**src/rtl/i2s_master.sv**
```systemverilog
// i2s_master: codec-side I2S bus master, 24-bit stereo in 64-bit frames.
// Generates bclk/lrclk from clk, shifts TX samples out MSB first.
//
// Ports:
//   clk, reset             system clock, synchronous active-high reset
//   enabled                run/stop request, honoured at frame boundaries
//   tx_left/right/valid    sample pair offer; tx_ready = holding empty
//   bclk, lrclk, sdata_o   I2S bus outputs (lrclk 0 = left slot)
//   sdata_i                serial input (receive path only)
//   frame_start, underrun  one-cycle pulses at the entry to pos 0
//   rx_left/right/valid    last received pair (receive path only)
//
// Optional receive path: define I2S_MASTER_RX_EN to compile it in.
// Without it sdata_i is ignored and the rx outputs are tied to 0.

module i2s_master #(
  parameter int CLK_DIV = 4
) (
  input  logic        clk,
  input  logic        reset,
  input  logic        enabled,
  input  logic [23:0] tx_left,
  input  logic [23:0] tx_right,
  input  logic        tx_valid,
  output logic        tx_ready,
  output logic        bclk,
  output logic        lrclk,
  output logic        sdata_o,
  input  logic        sdata_i,
  output logic        frame_start,
  output logic        underrun,
  output logic [23:0] rx_left,
  output logic [23:0] rx_right,
  output logic        rx_valid
);

  localparam int DW = (CLK_DIV > 2) ? $clog2(CLK_DIV) : 1;
  localparam logic [DW-1:0] DIV_TC = DW'(CLK_DIV - 1);

  typedef enum logic {
    ST_IDLE,
    ST_RUN
  } state_e;

  state_e      state_q, state_d;
  logic [DW-1:0] div_q, div_d;
  logic        bclk_q, bclk_d;
  logic        lrclk_q, lrclk_d;
  logic        sdata_q, sdata_d;
  logic [5:0]  pos_q, pos_d;
  logic        fs_q, fs_d;
  logic        ur_q, ur_d;
  logic        hold_full_q, hold_full_d;
  logic [23:0] hold_l_q, hold_l_d;
  logic [23:0] hold_r_q, hold_r_d;
  logic [23:0] sh_l_q, sh_l_d;
  logic [23:0] sh_r_q, sh_r_d;
  logic        rise;
  logic        fall;
  logic        load;

  always_comb begin
    state_d     = state_q;
    div_d       = div_q;
    bclk_d      = bclk_q;
    lrclk_d     = lrclk_q;
    sdata_d     = sdata_q;
    pos_d       = pos_q;
    fs_d        = 1'b0;
    ur_d        = 1'b0;
    hold_full_d = hold_full_q;
    hold_l_d    = hold_l_q;
    hold_r_d    = hold_r_q;
    sh_l_d      = sh_l_q;
    sh_r_d      = sh_r_q;
    rise        = 1'b0;
    fall        = 1'b0;
    load        = 1'b0;

    // The divider runs from the first enabled cycle out of idle.
    if (state_q == ST_RUN || enabled) begin
      state_d = ST_RUN;
      if (div_q == DIV_TC) begin
        div_d  = '0;
        bclk_d = ~bclk_q;
        rise   = ~bclk_q;
        fall   = bclk_q;
      end else begin
        div_d = div_q + 1'b1;
      end
    end

    if (fall) begin
      if (pos_q == 6'd63 && !enabled) begin
        // Frame finished with stop requested: park the bus.
        state_d = ST_IDLE;
        div_d   = '0;
        bclk_d  = 1'b0;
        lrclk_d = 1'b1;
        sdata_d = 1'b0;
      end else begin
        pos_d   = pos_q + 6'd1;
        lrclk_d = pos_d[5];
        sdata_d = 1'b0;
        if (pos_d == 6'd0) begin
          load = 1'b1;
          fs_d = 1'b1;
        end else if (pos_d <= 6'd24) begin
          sdata_d = sh_l_q[23];
          sh_l_d  = {sh_l_q[22:0], 1'b0};
        end else if (pos_d >= 6'd33 && pos_d <= 6'd56) begin
          sdata_d = sh_r_q[23];
          sh_r_d  = {sh_r_q[22:0], 1'b0};
        end
      end
    end

    if (load) begin
      if (hold_full_q) begin
        sh_l_d      = hold_l_q;
        sh_r_d      = hold_r_q;
        hold_full_d = 1'b0;
      end else begin
        sh_l_d = '0;
        sh_r_d = '0;
        ur_d   = 1'b1;
      end
    end

    // Ready is a registered copy of "holding empty", so an offer in
    // the load cycle still sees it full and waits.
    if (tx_valid && !hold_full_q) begin
      hold_full_d = 1'b1;
      hold_l_d    = tx_left;
      hold_r_d    = tx_right;
    end
  end

  always_ff @(posedge clk) begin
    if (reset) begin
      state_q     <= ST_IDLE;
      div_q       <= '0;
      bclk_q      <= 1'b0;
      lrclk_q     <= 1'b1;
      sdata_q     <= 1'b0;
      pos_q       <= 6'd63;
      fs_q        <= 1'b0;
      ur_q        <= 1'b0;
      hold_full_q <= 1'b0;
      hold_l_q    <= '0;
      hold_r_q    <= '0;
      sh_l_q      <= '0;
      sh_r_q      <= '0;
    end else begin
      state_q     <= state_d;
      div_q       <= div_d;
      bclk_q      <= bclk_d;
      lrclk_q     <= lrclk_d;
      sdata_q     <= sdata_d;
      pos_q       <= pos_d;
      fs_q        <= fs_d;
      ur_q        <= ur_d;
      hold_full_q <= hold_full_d;
      hold_l_q    <= hold_l_d;
      hold_r_q    <= hold_r_d;
      sh_l_q      <= sh_l_d;
      sh_r_q      <= sh_r_d;
    end
  end

  assign tx_ready    = ~hold_full_q;
  assign bclk        = bclk_q;
  assign lrclk       = lrclk_q;
  assign sdata_o     = sdata_q;
  assign frame_start = fs_q;
  assign underrun    = ur_q;

`ifdef I2S_MASTER_RX_EN
  logic [23:0] cap_l_q, cap_l_d;
  logic [23:0] cap_r_q, cap_r_d;
  logic [23:0] rxl_q, rxl_d;
  logic [23:0] rxr_q, rxr_d;
  logic        rxv_q, rxv_d;
  logic        rx_ok_q, rx_ok_d;

  always_comb begin
    cap_l_d = cap_l_q;
    cap_r_d = cap_r_q;
    rxl_d   = rxl_q;
    rxr_d   = rxr_q;
    rxv_d   = 1'b0;
    rx_ok_d = rx_ok_q;

    if (rise) begin
      if (pos_q >= 6'd1 && pos_q <= 6'd24) begin
        cap_l_d = {cap_l_q[22:0], sdata_i};
      end else if (pos_q >= 6'd33 && pos_q <= 6'd56) begin
        cap_r_d = {cap_r_q[22:0], sdata_i};
      end
    end

    // rx_ok marks that a full frame has been captured since start.
    if (state_q == ST_IDLE) begin
      rx_ok_d = 1'b0;
    end

    if (load) begin
      rx_ok_d = 1'b1;
      if (rx_ok_q) begin
        rxl_d = cap_l_q;
        rxr_d = cap_r_q;
        rxv_d = 1'b1;
      end
    end
  end

  always_ff @(posedge clk) begin
    if (reset) begin
      cap_l_q <= '0;
      cap_r_q <= '0;
      rxl_q   <= '0;
      rxr_q   <= '0;
      rxv_q   <= 1'b0;
      rx_ok_q <= 1'b0;
    end else begin
      cap_l_q <= cap_l_d;
      cap_r_q <= cap_r_d;
      rxl_q   <= rxl_d;
      rxr_q   <= rxr_d;
      rxv_q   <= rxv_d;
      rx_ok_q <= rx_ok_d;
    end
  end

  assign rx_left  = rxl_q;
  assign rx_right = rxr_q;
  assign rx_valid = rxv_q;
`else
  logic unused_rx;
  assign unused_rx = sdata_i ^ rise;
  assign rx_left   = '0;
  assign rx_right  = '0;
  assign rx_valid  = 1'b0;
`endif

endmodule

```
**config.mk**
```make
export PLATFORM = sky130hd
export DESIGN_NAME = i2s_master
export DESIGN_NICKNAME = d
export VERILOG_FILES = /design/src/rtl/i2s_master.sv
export SDC_FILE = /design/constraint.sdc
export NUM_CORES = 1
export LEC_CHECK = 0
export ABC_CLOCK_PERIOD_IN_PS = 4800
export CAP_MARGIN = 15
export CORE_ASPECT_RATIO = 1.2
export CORE_MARGIN = 5
export CORE_UTILIZATION = 41
export DETAILED_ROUTE_END_ITERATION = 8
export HOLD_SLACK_MARGIN = 0.03
export PLACE_DENSITY = 0.76
export SYNTH_ARGS = -nofsm -noshare
export SYNTH_HDL_FRONTEND = slang
export SYNTH_SLANG_ARGS = --single-unit
```
**constraint.sdc**
```tcl
create_clock -name clk -period 4.8 [get_ports clk]
set_input_delay 0.72 -clock clk [delete_from_list [all_inputs] [get_ports clk]]
set_output_delay 0.72 -clock clk [all_outputs]
set_load 0.01 [all_outputs]
```
# Word-level counts from Yosys, hierarchy flattened
# Cells that the tools add are included.
# Widths: inputs -> output; s select.
dict set report op_classes {
  addsub 2
  order_cmp 3
  eq_ne 5
  muxes 37
  bitwise_logic 4
  reduce_logical 15
}
# cell count
set ops {}
lappend ops {{$mux 24} 13}
lappend ops {{$mux 1} 20}
lappend ops {{$mux 2} 4}
lappend ops {{$reduce_bool 2->1} 4}
lappend ops {{$add 6x1->6 const B} 1}
lappend ops {{$eq 6x6->1 const B} 1}
lappend ops {{$ge 6x6->1 const B} 1}
lappend ops {{$le 6x5->1 const B} 1}
lappend ops {{$le 6x6->1 const B} 1}
lappend ops {{$logic_not 6->1} 1}
lappend ops {{$ne 2x2->1 const B} 3}
lappend ops {{$reduce_and 5->1} 1}
lappend ops {{$not 1->1} 4}
lappend ops {{$reduce_and 4->1} 1}
lappend ops {{$logic_and 1x1->1} 3}
lappend ops {{$add 2x1->2 const B} 1}
lappend ops {{$eq 2x2->1 const B} 1}
lappend ops {{$logic_not 1->1} 2}
lappend ops {{$reduce_and 2->1} 1}
lappend ops {{$reduce_or 2->1} 1}
lappend ops {{$logic_or 1x1->1} 1}
dict set report word_totals {
  ff_bits 111
  in_bits 53
  out_inout_bits 55
  wordCells 79
}

# Depth between registers and ports, before layout
# Gate-level depths: netlist (run 1).
dict set report logic_depth {
  depth_word 9
  depth_mapped 10
  depth_no_buf 8
}

# Worst setup path after synthesis (run 1)
# OpenSTA, ideal clock, no wires.
dict set report synth_path {
  path_type {reg-to-reg}
  start {reg pos_q[0]}
  end {reg sh_r_q[4]}
  setup_ns 0.124
  arrival_time_ns 1.881
  required_ns 4.676
  setup_slack_ns 2.795
  path_stages_with_launch 11
  path_buffers 2
  synth_period_minus_slack_ns 2.005
  path_cell_list {dfxtp_1 clkbuf_2 inv_1 ha_1 nor2b_1 o22ai_1 a22oi_1 o211ai_1 buf_2 o211ai_1 nand3_1}
}
dict set report synth_via {
  elab_chain_cells 7
  word_cells_on_any_way 18
  cone_classes {add/sub (1); order compare (3); eq/ne (4); mux (4); reduce/logical (6)}
}
# item line_no
set synth_lines {}
lappend synth_lines {{start: declaration} 50} ;# logic [5:0] pos_q, pos_d;
lappend synth_lines {{start signal: assignment} 160} ;# pos_q <= pos_d;
lappend synth_lines {{$add 6x1->6} 102} ;# pos_d = pos_q + 6'd1;
lappend synth_lines {{$logic_not 6->1} 105} ;# if (pos_d == 6'd0) begin
lappend synth_lines {{$mux 1} 105}
lappend synth_lines {{$mux 1} n/a}
lappend synth_lines {{$mux 1} 93} ;# if (fall) begin
lappend synth_lines {{$ne 2x2->1 (no source line) / $reduce_bool 2->1 (equally long branches)} n/a}
lappend synth_lines {{$reduce_and 5->1 (no source line)} n/a}
lappend synth_lines {{end signal: assignment} 167} ;# sh_r_q <= sh_r_d;
lappend synth_lines {{end: declaration} 57} ;# logic [23:0] sh_r_q, sh_r_d;
# Several ways; a longest one is shown, not always the timed one.
# A chain may end at the register's enable or synchronous reset.

# Worst setup path in the final report (run 1)
dict set report layout_path {
  start {reg pos_q[0]}
  end {reg sh_r_q[15]}
}
# The elaborated chain is that of the path after synthesis.

==> results of run 1 <==
[metrics by stage]
stage	power, mW	setup slack (ps)
final	1.871	1885
after global routing	1.943	1575
after CTS	1.887	1862
after detailed placement	1.137	1577
after global placement	1.135	1588
after floorplan	1.104	2795
[placed cells by master (no fill, tap or decap), types with 2 or more instances in the layout]
cell type / instances
nand4_1: 26
xor2_1: 2
buf_4: 6
clkbuf_8: 2
o211ai_1: 25
ha_1: 4
nand3_1: 40
a211o_1: 2
nand3_2: 10
nor3_1: 2
o21bai_1: 2
nand2_1: 155
nand2b_1: 5
clkdlybuf4s50_1: 56
dfxtp_1: 111
xnor2_1: 2
clkbuf_1: 2
a311oi_2: 4
o21ai_0: 2
and2_1: 2
clkbuf_16: 9
nor3_4: 2
conb_1: 49
inv_1: 4
nor2_1: 33
nand3b_1: 2
a311oi_1: 19
a21oi_1: 57
[registers in the layout (all words and copies together), names as in the netlist]
signal and cells:
sh_r_q 24, div_q 2, sh_l_q 24, frame_start 1, underrun 1, pos_q 6, bclk 1, hold_full_q 1
lrclk 1, sdata_o 1, hold_r_q 24, hold_l_q 24, state_q 1
[layout make-up]
class / instances / area (um2)
fillers: 1256 / 6666
multi-input cells: 467 / 2477
flip-flops and latches: 111 / 2222
repair buffers: 63 / 610.6
clock buffers: 13 / 260.3
well taps: 164 / 205.2
clock inverters: 2 / 38.79
inverters: 5 / 18.77
[where the power goes]
group | switching [mW] | total [mW] | internal (mW) | leakage (nW)
combinational | 0.0894 | 0.152 | 0.0627 | 1.12
sequential | 0.0150 | 0.964 | 0.949 | 0.903
clock | 0.322 | 0.755 | 0.433 | 0.146
total | 0.426 | 1.87 | 1.44 | 2.17
[layer usage]
layer	global-route usage, %	vias to the layer above	routed length [um]
met4	5.144	0	155
met3	3.226	10	572
li1	-	2140	-
met2	23.68	97	5042
met5	0	-	0
met1	17.70	1951	4822
[worst max-delay path: stages (launching register included)]
cell and delay [ps]:
dfxtp_1 480, ha_1 440, nand2_1 140, nor3_2 320, nor3_4 180, buf_4 240
nor2_4 700, o211ai_1 220, nand3_1 130
[final timing paths]
path / start / end / cells after the start
worst min-delay path: hold_l_q[11] / hold_l_q[11] / 2
worst max register to register: pos_q[0] / sh_r_q[15] / 8
worst max-delay path: pos_q[0] / sh_r_q[15] / 8
worst min register to register: hold_l_q[11] / hold_l_q[11] / 2
[kinds of logic (layout without fill, tap and decap cells)]
kind of cell             count (synthesis)  count (layout)
AND/OR/NAND/NOR                        286             286
flip-flops                             111             111
XOR/XNOR                                 4               4
buffers and inverters                  107              83
other                                    1              49
AO/OA/AOI/OAI                          124             124
adder cells (fa/ha/maj)                  4               4
==> metrics.cfg, run 1 <==
[place]
hpwl_mm=6.684
dpl.cell_count=810
gp_congestion=0.7984
dpl_cell_area_um2=5534
port_buffers=57

[layout]
design_area_um2=5833
post-route-util_pct=46.67
n_antenna_cell=0
nNetsFinal=714
drive_above_1_share_pct=6.505
fin_cells=825
syn_to_final_growth_pct=12.58

[worst_setup_path]
r2r_slack_ps=1890
worstSetupStartpointType=flop
critPathCaptureType=flop
arrival_ps=3200
worst_ep_required_time_ps=5080
crit_fanout=46
worstSetupPathType=reg -> reg

[synthesis]
synth_edf_count=0
synthTopCellsByCount=nand2_1 (155), dfxtp_1 (111), a21oi_1 (57), buf_4 (53), nand3_1 (40)
ys_ff_latch=111
synth_xor_area_share_pct=0.6762
yosysSeqAreaShare_pct=42.89
synth_cell_types=51
syn_inst=637
synthMuxAreaShare_pct=0
yosysTopAreaCell=dfxtp_1
synth_top_family_by_area=simple AND/OR/NAND/NOR gates
yosysMostFrequentCell=nand2_1
synth_area_um2=5181
synthAdderAreaFrac_pct=0.9660
syn_area_per_cell_um2=8.134
synth_top_area_share_pct=42.89
synth-compound-area-share_pct=16.49
ys.flop_type=dfxtp_1
ys_warn_count=0
synth_simple_gate_area_share_pct=25.98
yosys-top-cells-area=dfxtp_1 (43%), nand2_1 (11%), buf_4 (7.7%)
async_flop_share_pct=0

[route]
via_count=4198
wl_per_cell_um=12.84
drc=0
drt_first_pass_iters=4
ant_nets=0
vias_per_cell=5.088
drtIter0Drc=293
routed_wl_mm=10.59

[grt]
first_global_vias=3954
gr-usage-all-layers_pct=14.12
antenna_found_initial=0
grt_pass1_wl_mm=17.96
grt-ovfl-total=0
grt_max_degree=82

[floorplanning]
row_count=45
coreArea_um2=12500
die-area_um2=14990
ios=108
start_util_pct=41.45
die_x_um=112.6
fp.dieH_um=133.1

[sta]
worst_pin_slew_ps=1038
post-route-period-util_pct=60.73
fmax_mhz=343.1
finalSetupViolations=0
drv_slew=0
worst_hold_slack_ps=456.8
fin_crit_ps=2915
hold_viol=0
relSlewSlack_pct=30.64
worst_clock_skew_ps=7.045
finalSetupTns_ps=0
rsz0062_at_grt=no

[cts]
post_cts_buffers=0
clkTransAtPathRegs_ps=70
cts_tree=done
cts_made_buffers=9
cts_resized=0
clock_path_buffers=2
clk_latency_ps=340
ctsRootBufferMaster=clkbuf_16
postCtsHoldBufs=0
htreeDepth=3
clock_sinks=111

[pwr]
p_per_area_nw_per_um2=320.7
peakVddDrop_uv=153.7
leakage_nw=2.168

[hold_path]
hp-class=reg -> reg

[job]
maxCapViolations=0

[run_status]
outcome=complete, no violations

Power figures use the tool's default switching activity.
==> run 2, diff against run 1 <==
- ABC_CLOCK_PERIOD_IN_PS: 4800 -> 2800
- clock period: 4.8 -> 2.8 ns (I/O delays scaled with it)
==> run 2 against run 1 <==
  * Combinational power up 75%
  * Routed wire length is 1.2% higher
  * Global-route usage fell by 0.12 points
  * Power grew 67%
  * Sequential power grew 71%
  * Clock skew is 0.91 ps lower
  * Highest routed layer unchanged
  * Worst hold slack got worse by 0.71 ps
  * Worst setup slack worse by 1700 ps
  * Cell count is 0.85% higher
  * Critical path type unchanged
==> metrics.cfg, run 2 (synthesized netlist as in run 1, its figures left out) <==
[run_status]
outcome=complete, no violations

[place]
dpl_cell_area_um2=5579
gp_congestion=0.8211
hpwl_mm=6.765
port_buffers=57

[grt]
grt-ovfl-total=0
antenna_found_initial=0
grt_pass1_wl_mm=17.72
gr-usage-all-layers_pct=14.00
first_global_vias=3948
grt_max_degree=64

[sta]
worst_pin_slew_ps=866.6
finalSetupTns_ps=0
rsz0062_at_grt=no
finalSetupViolations=0
fin_crit_ps=2596
hold_viol=0
post-route-period-util_pct=92.71
worst_clock_skew_ps=6.140
relSlewSlack_pct=42.16
fmax_mhz=385.2
drv_slew=0

[layout]
drive_above_1_share_pct=7.784
regArea_um2=2222
nNetsFinal=721
syn_to_final_growth_pct=13.26
final_cell_mix=nand2_1 (155), dfxtp_1 (111), a21oi_1 (57)
n_antenna_cell=0
fill_cells=1244
design_area_um2=5868
multi_input_area_um2=2484
final_common_cell=nand2_1

[pwr]
leakage_nw=2.188
p_int_mw=2.366
power_frac_seq_pct=52.8
netSwitchingPower_mw=0.7608
sw_frac_of_total_pct=24.33
peakVddDrop_uv=295.0
p_per_area_nw_per_um2=532.9
p_comb_share_pct=8.5
pwr-share-clk_pct=38.7

[route]
via_count=4260
vias_per_cell=5.120
ant_nets=0
wl_per_cell_um=12.89
drt_first_pass_iters=4
routed_wl_mm=10.72
drtIter0Drc=218
drc=0

[floorplanning]
die-area_um2=14990
coreArea_um2=12500
row_count=45
ios=108
start_util_pct=41.45
fp.dieH_um=133.1
die_x_um=112.6

[worst_setup_path]
worstSetupPathType=reg -> reg
arrival_ps=2880
crit_fanout=23
worst_ep_required_time_ps=3080
r2r_slack_ps=200
worstSetupStartpointType=flop
crit_chain=ha_1 -> nand2_1 -> nor3_2 -> nor3_4 -> nor2_2 -> nand4_1 -> nand3_1
cpPeakStageDelay_ps=700
critPathCaptureType=flop
slowest_stage=nor2_2

[cts]
ctsRootBufferMaster=clkbuf_16
htreeDepth=3
cts_made_buffers=9
clkTransAtPathRegs_ps=70
cts_resized=0
clock_path_buffers=2
cts_tree=done
clk_latency_ps=350
clock_sinks=111

[hold_path]
hp-class=reg -> reg

[job]
maxCapViolations=0

## run 2: power by group through the flow
| stage | Combinational (mW) | Clock, mW | Sequential (mW) |
|---|---|---|---|
| 2_1_floorplan | 0.211 | 0 | 1.68 |
| 6_report | 0.266 | 1.21 | 1.65 |
| 3_3_place_gp | 0.261 | 0 | 1.69 |
| 3_5_place_dp | 0.265 | 0 | 1.69 |
| 4_1_cts | 0.265 | 1.24 | 1.65 |
| 5_1_grt | 0.296 | 1.30 | 1.66 |
## run 2: path summary, 6_finish.rpt
| kind | startpoint | endpoint | cells after the start |
|---|---|---|---|
| worst max-delay path | pos_q[0] | sh_r_q[9] | 7 |
| worst min-delay path | hold_r_q[18] | hold_r_q[18] | 2 |
| worst max register to register | pos_q[0] | sh_r_q[9] | 7 |
| worst min register to register | hold_r_q[18] | hold_r_q[18] | 2 |
## run 2: worst max-delay path, delay by kind of cell (launching register included)
kind | cells | cell delay, ps
DFF | 1 | 500
and+or+nand+nor | 6 | 1580
adders and majority gates | 1 | 450
## run 2: area by class of cell
cell class	count	share of cell area (%)
clock buffer	10	4.072
clock inverter	5	0.7463
inverter	5	0.3198
multi-input combinational	468	42.32
sequential	111	37.87
tap	164	3.497
timing repair buffer	69	11.17
## run 2: layer usage
| metal | GRT usage, % | share of wire (%) | vias to the layer above | wire length [um] |
|---|---|---|---|---|
| met5 | 0 | 0 | - | 0 |
| met4 | 5.210 | 1.4 | 0 | 146 |
| met3 | 3.180 | 5.5 | 14 | 589 |
| met2 | 24.08 | 48 | 110 | 5168 |
| met1 | 17.01 | 45 | 1982 | 4817 |
| li1 | - | - | 2154 | - |
## run 2: through the flow
stage | instances | worst slack, ps | utilization (%) | hold WS [ps] | power, mW
after global placement | 816 | 321.1 | 44.63 | 434.7 | 1.947
after CTS | 831 | 244.4 | 46.90 | 456.4 | 3.154
after global routing | 832 | 10.66 | 46.95 | 479.0 | 3.254
final | 832 | 204.1 | 46.95 | 456.1 | 3.127
after detailed placement | 816 | 273.1 | 44.63 | 437.4 | 1.952
after floorplan | 685 | 794.6 | - | 425.5 | 1.893
## run 2: what timing repair did
item,in CTS,in global routing
hold buffers,0,0
setup buffers,0,0
setup endpoints to repair,0,20
